--- src/rtl/branch_predictor_btb_if.sv ---
// Fetch-lookup / ID-update bus between the core and the branch target buffer.
interface branch_predictor_btb_if #(
  parameter int ADDR_W = 32,
  parameter int STAT_W = 32
);
  logic [ADDR_W-1:0] lookup_pc;
  logic              pred_hit;
  logic              pred_taken;
  logic [ADDR_W-1:0] pred_target;

  logic              upd_valid;
  logic [ADDR_W-1:0] upd_pc;
  logic              upd_taken;
  logic [ADDR_W-1:0] upd_target;
  logic              upd_mispredict;
  logic              flush;

  logic [STAT_W-1:0] stat_updates;
  logic [STAT_W-1:0] stat_mispredicts;

  modport master (
    output lookup_pc, upd_valid, upd_pc, upd_taken, upd_target, upd_mispredict, flush,
    input  pred_hit, pred_taken, pred_target, stat_updates, stat_mispredicts
  );

  modport slave (
    input  lookup_pc, upd_valid, upd_pc, upd_taken, upd_target, upd_mispredict, flush,
    output pred_hit, pred_taken, pred_target, stat_updates, stat_mispredicts
  );
endinterface

--- src/rtl/branch_predictor_btb.sv ---
// Direct-mapped branch target buffer with 2-bit saturating direction counters.
// Lookup is combinational from registered state (no update bypass); updates,
// flush and statistics take effect on the rising edge of clk.
module branch_predictor_btb #(
  parameter int ADDR_W  = 32,
  parameter int ENTRIES = 16,
  parameter int STAT_W  = 32
) (
  input logic                  clk,
  input logic                  rst,
  branch_predictor_btb_if.slave bus
);
  localparam int IDX_W = $clog2(ENTRIES);
  localparam int TAG_W = ADDR_W - IDX_W - 2;

  logic              entry_valid  [ENTRIES];
  logic [TAG_W-1:0]  entry_tag    [ENTRIES];
  logic [ADDR_W-1:0] entry_target [ENTRIES];
  logic [1:0]        entry_ctr    [ENTRIES];

  logic [IDX_W-1:0] lk_idx;
  logic [TAG_W-1:0] lk_tag;
  logic             lk_hit;
  logic [IDX_W-1:0] up_idx;
  logic [TAG_W-1:0] up_tag;
  logic             up_hit;

  logic [STAT_W-1:0] stat_updates_q;
  logic [STAT_W-1:0] stat_mispredicts_q;

  // Byte-offset bits of the PCs never participate in index or tag.
  logic unused_pc_bits;
  assign unused_pc_bits = ^{bus.lookup_pc[1:0], bus.upd_pc[1:0]};

  assign lk_idx = bus.lookup_pc[IDX_W+1:2];
  assign lk_tag = bus.lookup_pc[ADDR_W-1:IDX_W+2];
  assign up_idx = bus.upd_pc[IDX_W+1:2];
  assign up_tag = bus.upd_pc[ADDR_W-1:IDX_W+2];

  // Fetch-side prediction; not-taken and misses fall through to pc + 4.
  always_comb begin
    lk_hit          = entry_valid[lk_idx] && (entry_tag[lk_idx] == lk_tag);
    bus.pred_hit    = lk_hit;
    bus.pred_taken  = lk_hit && entry_ctr[lk_idx][1];
    bus.pred_target = bus.pred_taken ? entry_target[lk_idx]
                                     : bus.lookup_pc + ADDR_W'(4);
  end

  // Hit detection for the resolved instruction on the update port.
  always_comb begin
    up_hit = entry_valid[up_idx] && (entry_tag[up_idx] == up_tag);
  end

  // Table state: flush wins over a same-cycle update, which is then dropped.
  always_ff @(posedge clk or posedge rst) begin
    if (rst) begin
      for (int i = 0; i < ENTRIES; i++) begin
        entry_valid[i]  <= 1'b0;
        entry_tag[i]    <= '0;
        entry_target[i] <= '0;
        entry_ctr[i]    <= 2'b01;
      end
    end else if (bus.flush) begin
      for (int i = 0; i < ENTRIES; i++) begin
        entry_valid[i] <= 1'b0;
      end
    end else if (bus.upd_valid) begin
      if (up_hit) begin
        if (bus.upd_taken) begin
          if (entry_ctr[up_idx] != 2'b11) entry_ctr[up_idx] <= entry_ctr[up_idx] + 2'd1;
          entry_target[up_idx] <= bus.upd_target;
        end else begin
          if (entry_ctr[up_idx] != 2'b00) entry_ctr[up_idx] <= entry_ctr[up_idx] - 2'd1;
        end
      end else if (bus.upd_taken) begin
        // Allocation overwrites whatever aliased into this slot.
        entry_valid[up_idx]  <= 1'b1;
        entry_tag[up_idx]    <= up_tag;
        entry_target[up_idx] <= bus.upd_target;
        entry_ctr[up_idx]    <= 2'b10;
      end
    end
  end

  // Saturating statistics; these keep counting through a flush.
  always_ff @(posedge clk or posedge rst) begin
    if (rst) begin
      stat_updates_q     <= '0;
      stat_mispredicts_q <= '0;
    end else if (bus.upd_valid) begin
      if (stat_updates_q != '1) stat_updates_q <= stat_updates_q + STAT_W'(1);
      if (bus.upd_mispredict && (stat_mispredicts_q != '1))
        stat_mispredicts_q <= stat_mispredicts_q + STAT_W'(1);
    end
  end

  assign bus.stat_updates     = stat_updates_q;
  assign bus.stat_mispredicts = stat_mispredicts_q;
endmodule

--- src/flat_wrapper.sv ---
// flat-port wrapper written by rule: the top's interface ports become plain ports
module branch_predictor_btb_flat 
#(
  parameter int ADDR_W  = 32,
  parameter int ENTRIES = 16,
  parameter int STAT_W  = 32
)
  (clk, rst, bus_lookup_pc, bus_upd_valid, bus_upd_pc, bus_upd_taken, bus_upd_target, bus_upd_mispredict, bus_flush, bus_pred_hit, bus_pred_taken, bus_pred_target, bus_stat_updates, bus_stat_mispredicts);
  branch_predictor_btb_if #(.ADDR_W(ADDR_W), .STAT_W(STAT_W)) bus_i ();
  input logic clk;
  input logic rst;
  input wire logic [$bits(bus_i.lookup_pc)-1:0] bus_lookup_pc;
  input wire logic [$bits(bus_i.upd_valid)-1:0] bus_upd_valid;
  input wire logic [$bits(bus_i.upd_pc)-1:0] bus_upd_pc;
  input wire logic [$bits(bus_i.upd_taken)-1:0] bus_upd_taken;
  input wire logic [$bits(bus_i.upd_target)-1:0] bus_upd_target;
  input wire logic [$bits(bus_i.upd_mispredict)-1:0] bus_upd_mispredict;
  input wire logic [$bits(bus_i.flush)-1:0] bus_flush;
  output wire logic [$bits(bus_i.pred_hit)-1:0] bus_pred_hit;
  output wire logic [$bits(bus_i.pred_taken)-1:0] bus_pred_taken;
  output wire logic [$bits(bus_i.pred_target)-1:0] bus_pred_target;
  output wire logic [$bits(bus_i.stat_updates)-1:0] bus_stat_updates;
  output wire logic [$bits(bus_i.stat_mispredicts)-1:0] bus_stat_mispredicts;
  assign bus_i.lookup_pc = bus_lookup_pc;
  assign bus_i.upd_valid = bus_upd_valid;
  assign bus_i.upd_pc = bus_upd_pc;
  assign bus_i.upd_taken = bus_upd_taken;
  assign bus_i.upd_target = bus_upd_target;
  assign bus_i.upd_mispredict = bus_upd_mispredict;
  assign bus_i.flush = bus_flush;
  assign bus_pred_hit = bus_i.pred_hit;
  assign bus_pred_taken = bus_i.pred_taken;
  assign bus_pred_target = bus_i.pred_target;
  assign bus_stat_updates = bus_i.stat_updates;
  assign bus_stat_mispredicts = bus_i.stat_mispredicts;
  branch_predictor_btb #(.ADDR_W(ADDR_W), .ENTRIES(ENTRIES), .STAT_W(STAT_W)) u_core (.clk(clk), .rst(rst), .bus(bus_i));
endmodule
--- config.mk ---
export PLATFORM = sky130hd
export DESIGN_NAME = branch_predictor_btb_flat
export DESIGN_NICKNAME = d
export VERILOG_FILES = /design/src/rtl/branch_predictor_btb_if.sv /design/src/rtl/branch_predictor_btb.sv /design/src/flat_wrapper.sv
export SDC_FILE = /design/constraint.sdc
export NUM_CORES = 2
export LEC_CHECK = 0
export CORE_ASPECT_RATIO = 1.75
export CORE_MARGIN = 2
export CORE_UTILIZATION = 40
export DETAILED_ROUTE_END_ITERATION = 6
export SLEW_MARGIN = 20
export SYNTH_ARGS = -nofsm -noshare
export SYNTH_HDL_FRONTEND = slang
export SYNTH_SLANG_ARGS = --single-unit
--- constraint.sdc ---
create_clock -name clk -period 32.1 [get_ports clk]
set_input_delay 3.21 -clock clk [delete_from_list [all_inputs] [get_ports clk]]
set_output_delay 3.21 -clock clk [all_outputs]
set_load 0.01 [all_outputs]
[Word-level counts from Yosys, hierarchy flattened]
Cells that the tools add are included.
Cells by class
  add/subtract/negate cells: 5
  multiply operators: 0
  divide/modulo/power cells: 0
  $lt $le $gt $ge: 3
  eq/ne operators: 7
  shift operators: 0
  mux-type cells: 43
  bitwise gates (word level): 8
  reduce and logical (&&, ||, !) cells: 16
Operators with widths (number)
  $bwmux 512: 1
  $bwmux 416: 1
  $mux 32: 9
  $bmux 26 s4: 2
  $mux 26: 5
  $bmux 32 s4: 1
  $demux 32 s4: 1
  $demux 26 s4: 1
  $add 32x1->32 const B: 2
  $bwmux 32: 2
  $mux 16: 4
  $ne 32x32->1 const B: 2
  $eq 26x26->1: 2
  $add 32x3->32 const B: 1
  $or 16x16->16: 2
  $and 16x16->16: 1
  $bmux 2 s4: 2
  $not 16->16: 1
  $ge 5x5->1 const B: 2
  $mux 2: 5
  $not 4->5: 2
  $reduce_bool 2->1: 5
  $bmux 1 s4: 2
  $demux 2 s4: 1
  other kinds (13): 25
Storage, ports and cells
  flip-flop bits (word level): 1040
  latch bits: 0
  bits in writable memories: 0
  memory bits (read-only): 0
  output and inout port bits: 98
  logic and storage cells: 148
  memories kept: 0

[Depth between registers and ports, before layout]
  depth after elaboration: 10
  depth in mapped cells: 16

[Worst setup path after synthesis]
OpenSTA, ideal clock, no wires.
  path kind: in2out
  start: in bus_lookup_pc[3]
  end: out bus_pred_target[0]
  arrival: 6.494 ns
  required time: 28.890 ns
  setup slack: 22.396 ns
  stages on the path: 13
  cell sequence: clkbuf_1 > buf_2 > buf_2 > clkbuf_1 > mux4_2 > mux4_2 > xnor2_1 > nand4_1 > nor4_2 > and2_1 > buf_2 > buf_6 > mux2_1
On the way
  longest elaborated chain between the ends: 8
  elaborated cells on any way between the ends: 17
Ends and longest elaborated chain
  from (decl): RTL line flat_wrapper.sv:12  | input wire logic [$bits(bus_i.lookup_pc)-1:0] bus_lookup_pc;
  $not 4->5 (not written as such) (*): RTL line branch_predictor_btb.sv:42  | lk_hit = entry_valid[lk_idx] && (entry_tag[lk_idx] == lk_tag);
  $bmux 26 s4: RTL line branch_predictor_btb.sv:42
  $mux 26 (not written as such) (2 in series): RTL line branch_predictor_btb.sv:42
  $eq 26x26->1: RTL line branch_predictor_btb.sv:42
  $logic_and 1x1->1 (*): RTL line branch_predictor_btb.sv:42
  named net bus_pred_hit: RTL line flat_wrapper.sv:19  | output wire logic [$bits(bus_i.pred_hit)-1:0] bus_pred_hit;
  $logic_and 1x1->1 (*): RTL line branch_predictor_btb.sv:44  | bus.pred_taken = lk_hit && entry_ctr[lk_idx][1];
  $mux 32 (*): RTL line branch_predictor_btb.sv:45  | bus.pred_target = bus.pred_taken ? entry_target[lk_idx]
  to (decl): RTL line flat_wrapper.sv:21  | output wire logic [$bits(bus_i.pred_target)-1:0] bus_pred_target;
Mark *: on every way through the listed nets, which the timed path passes. The rest lies on a longest branch. The select of a mux whose other input is x is not followed.

[Final worst setup path]
  start: in bus_lookup_pc[3]
  end: out bus_pred_target[3]
On the way
  longest elaborated chain between the ends: 8
  elaborated cells on any way between the ends: 18
Ends and longest elaborated chain (RTL line)
  $not 4->5 (not written as such): branch_predictor_btb.sv:42, branch_predictor_btb.sv:44, branch_predictor_btb.sv:45
  $bmux 26 s4: branch_predictor_btb.sv:42
  $mux 26 (not written as such) (2 in series): branch_predictor_btb.sv:42
  $eq 26x26->1: branch_predictor_btb.sv:42
  $logic_and 1x1->1: branch_predictor_btb.sv:42
  $logic_and 1x1->1: branch_predictor_btb.sv:44
  $mux 32 (*): branch_predictor_btb.sv:45
Mark *: on every way between the ends. The rest lies on a longest branch, timed or not. The select of a mux whose other input is x is not followed.

==> out/summary.md <==
## Place
- 0.849 — RD Place Congestion
- 98,700 um — detailed placer's ending HPWL
- 5,808 — Placed Cells
- 197 — count of buffers from port buffering
- 55,900 um2 — placement-stage cell area

## Die
- 40.2% — Initial Utilization
- 484 um — die height
- 200 — number of primary I/O pins
- 135,000 um2 — die area
- 131,000 um2 — core area
- 278 um — die span in x
- 176 — number of placement rows

## Finish
- 45.1% — core occupancy in the finished layout
- 5,986 — final std cells w/o fill
- 4,321 — layout net count
- 12.3% — area overhead of the layout relative to synthesis
- 59,100 um2 — post-route design area
- 29.6% — share of post-route cells with drive strength above 1

## Setup path
- input pin — nature of the critical path startpoint
- buf_8 > buf_4 > buf_4 > mux4_2 > mux4_2 > xnor2_1 > nand4_1 > or4_1 > nor4_2 > and2_2 > buf_4 > mux2_1 > clkdlybuf4s50_1 — critical path, cell by cell
- in2out — Worst Path Class, Setup
- sky130_fd_sc_hd__buf_4 — dominant cell type by count on the critical path
- 28,890 ps — worst endpoint required time
- 59 — highest net fanout along the worst path
- 27,060 ps — register-to-register setup slack
- u_core.entry_tag[185]$_DFFE_PP0P_ — r2r startpoint
- 860 ps — largest stage delay on the critical path
- 9 — number of cells on the worst reg-to-reg path
- u_core.entry_tag[242]$_DFFE_PP0P_ — reg-to-reg endpoint
- 9440 ps — signal arrival time at the worst endpoint
- primary output — Critical Path End Type
- sky130_fd_sc_hd__buf_4 — Crit-path slowest cell

## Yosys
- 71 — synth unique cells
- 1,040 — flops & latches, synth
- sky130_fd_sc_hd__dfrtp_1 — largest area contributor in the synthesized netlist
- 4,290 — net count after synthesis
- 0 — number of enable-type register cells in the synthesized netlist
- sky130_fd_sc_hd__dfrtp_1 — ys flop type
- 4,183 — post-synthesis instance total
- sky130_fd_sc_hd__dfrtp_1 (49%), sky130_fd_sc_hd__mux4_2 (16%), sky130_fd_sc_hd__mux2_2 (13%) — cells taking the most area after synthesis
- 12.6 um2 — mean instance size in the synthesized netlist
- sky130_fd_sc_hd__nand2_1 (1,057), sky130_fd_sc_hd__dfrtp_1 (1,024), sky130_fd_sc_hd__mux2_2 (597), sky130_fd_sc_hd__mux4_2 (381), sky130_fd_sc_hd__clkbuf_1 (208) — most instantiated cells after synthesis
- sky130_fd_sc_hd__nand2_1 — most frequent cell after synthesis
- 52,600 um2 — summed instance area of the synthesized netlist
- 48.7% — area share of the largest cell type after synthesis
- 0 — Synth warnings
- 49.5% — sequential share of the synthesized area
- 100% — share of synthesized flip-flops with an asynchronous set or reset

## Worst hold path
- u_core.entry_target[170]$_DFFE_PP0P_ — Hold Path Sink
- u_core.entry_target[170]$_DFFE_PP0P_ — hold path startpoint
- 2 — Hold Path Stages
- reg2reg — worst hold-check path type

## Detailed routing
- 34,900 — via total after detailed routing
- 5.82 — number of vias per cell after detailed routing
- 2,786 — Iteration-0 DRC Markers
- 5 — number of detailed-routing iterations run before antenna repair
- 0 — remaining number of nets flagged by the antenna check after routing
- 0 — remaining routing DRC violations
- 162,000 um — post-detailed-routing wire length
- 27.1 um — average wire per cell in the routed design

## Global route
- 0 — GRT overflow
- 243,000 um — global-route wire length before repair
- met2 — layer with the highest usage after global routing
- 24.3% — Total Routing Usage GR
- 16 — antenna violations before repair
- 36,200 — via count of the first global-routing pass
- 41.8% — GR Util met2
- 175 — largest net degree at the start of global routing
- 29.1% — met1 track utilization from global routing
- 4.38% — met3 Track Usage GR

## Timing
- 18.3% — Slew headroom
- 472 ps — Hold Slack
- false — unrepaired setup endpoints after global routing
- 12,650 ps — clock period minus worst slack
- 39.4% — post-route clock period utilization
- 79.1 MHz — top achievable clock speed
- 0 ps — Total Negative Setup Slacks
- 0 — endpoints failing setup
- 37.5 ps — clk_skew
- 1220 ps — Least-Margin Pin Slew
- 0 — Final Hold Violating Endpoints
- 0 — max-slew violation count

## Run
- 0 — # Max-Cap Violations

## Clocking
- 95 — CTS buffer count
- 1,040 — clock sink total
- 0 — post-CTS resize count
- 0 — Hold Buf Count CTS
- 70 ps — clock transition at the registers of the reported paths
- sky130_fd_sc_hd__clkbuf_16 — CTS root buf
- 3 — H-tree depth
- 3 — maximum clock insertion buffer count
- built — TritonCTS clock tree
- 0 — setup fix buffers added after clock tree synthesis
- 730 ps — Worst-Skew Late Latency

## Power and ir drop
- 0.0360 mV — worst supply voltage drop on vdd
- 0.0271 uW — Leak Pwr
- 55.9 nW/um2 — power density cells

## Run status
- completed — run status

==> registers in the layout, summed over array words and instances, names as in the netlist <==
name,count
u_core.entry_target,512
u_core.entry_tag,416
u_core.entry_valid,16
u_core.bus.stat_updates,32
u_core.entry_ctr,32
u_core.bus.stat_mispredicts,32
==> per-stage QoR <==
step                total power [uW]  setup WS [ps]
global route                    3440          19230
CTS                             3330          19480
finish                          3310          19450
global placement                2120          19510
floorplan                       1960          14570
detailed placement              2140          19470
==> layer usage <==
metal  share of wire (%)  routed length (um)
met1                  38               61500
met2                  51               82400
met3                 5.8                9440
met4                 5.3                8590
met5               0.078                 126
==> kinds of logic (layout without fill, tap and decap cells) <==
kind of cell,Yosys count,in the layout,share of synthesized area [%]
AND/OR/NAND/NOR,1335,1335,10.6
other,0,5,0
XOR/XNOR,139,139,2.31
flip-flops,1040,1040,49.5
multiplexers,1127,1127,32.1
buffers and inverters,375,482,3.23
adder cells (fa/ha/maj),5,5,0.119
AO/OA/AOI/OAI,162,162,2.18
==> how the worst max path moves through the flow <==
stage	startpoint	to	slack, ps	cells after the start
4_1_cts	bus_lookup_pc[3]	bus_pred_target[3]	19480	13
5_1_grt	bus_lookup_pc[2]	bus_pred_target[3]	19230	13
6_report	bus_lookup_pc[3]	bus_pred_target[3]	19450	13
3_5_place_dp	bus_lookup_pc[3]	bus_pred_target[3]	19470	13
3_3_place_gp	bus_lookup_pc[3]	bus_pred_target[3]	19510	13
2_1_floorplan	rst	u_core.bus.stat_mispredicts[0]$_DFFE_PP0P_	14570	1
==> power breakdown <==
part	internal (uW)	total [uW]	switching, uW	leakage, uW
sequential	1480	1580	107	0.0138
combinational	283	531	248	0.0117
clock	663	1190	528	0.00157
total	2420	3310	883	0.0271
==> placed cells by master (no fill, tap or decap), types with 18 or more instances in the layout <==
cell                              count
sky130_fd_sc_hd__nand2_1           1047
sky130_fd_sc_hd__dfrtp_1           1024
sky130_fd_sc_hd__mux2_2             597
sky130_fd_sc_hd__mux4_2             381
sky130_fd_sc_hd__clkdlybuf4s50_1    190
sky130_fd_sc_hd__clkbuf_16           97
sky130_fd_sc_hd__xnor2_1             87
sky130_fd_sc_hd__mux2i_1             80
sky130_fd_sc_hd__mux2_1              69
sky130_fd_sc_hd__buf_4               63
sky130_fd_sc_hd__nand3_1             60
sky130_fd_sc_hd__nor2_1              54
sky130_fd_sc_hd__xor2_1              52
sky130_fd_sc_hd__o21ai_0             44
sky130_fd_sc_hd__inv_1               43
sky130_fd_sc_hd__nand4_1             37
sky130_fd_sc_hd__clkbuf_1            23
sky130_fd_sc_hd__clkbuf_8            18
==> critical path, delay by kind of cell <==
| family | cells | cell delay [ps] |
|---|---|---|
| xor+xnor | 1 | 300 |
| buf+inv | 5 | 3160 |
| mux | 3 | 1390 |
| simple gates | 4 | 1220 |
==> final cells by class <==
class	instances	area, um2
Fill cell	11800	71900
Timing Repair Buffer	263	2530
Inverter	46	176
Clock inverter	36	455
Clock buffer	137	2750
Multi-Input combinational cell	2768	25000
Tap cell	1691	2120
Antenna cell	5	12.5
Sequential cell	1040	26000
Power figures use the tool's default switching activity.
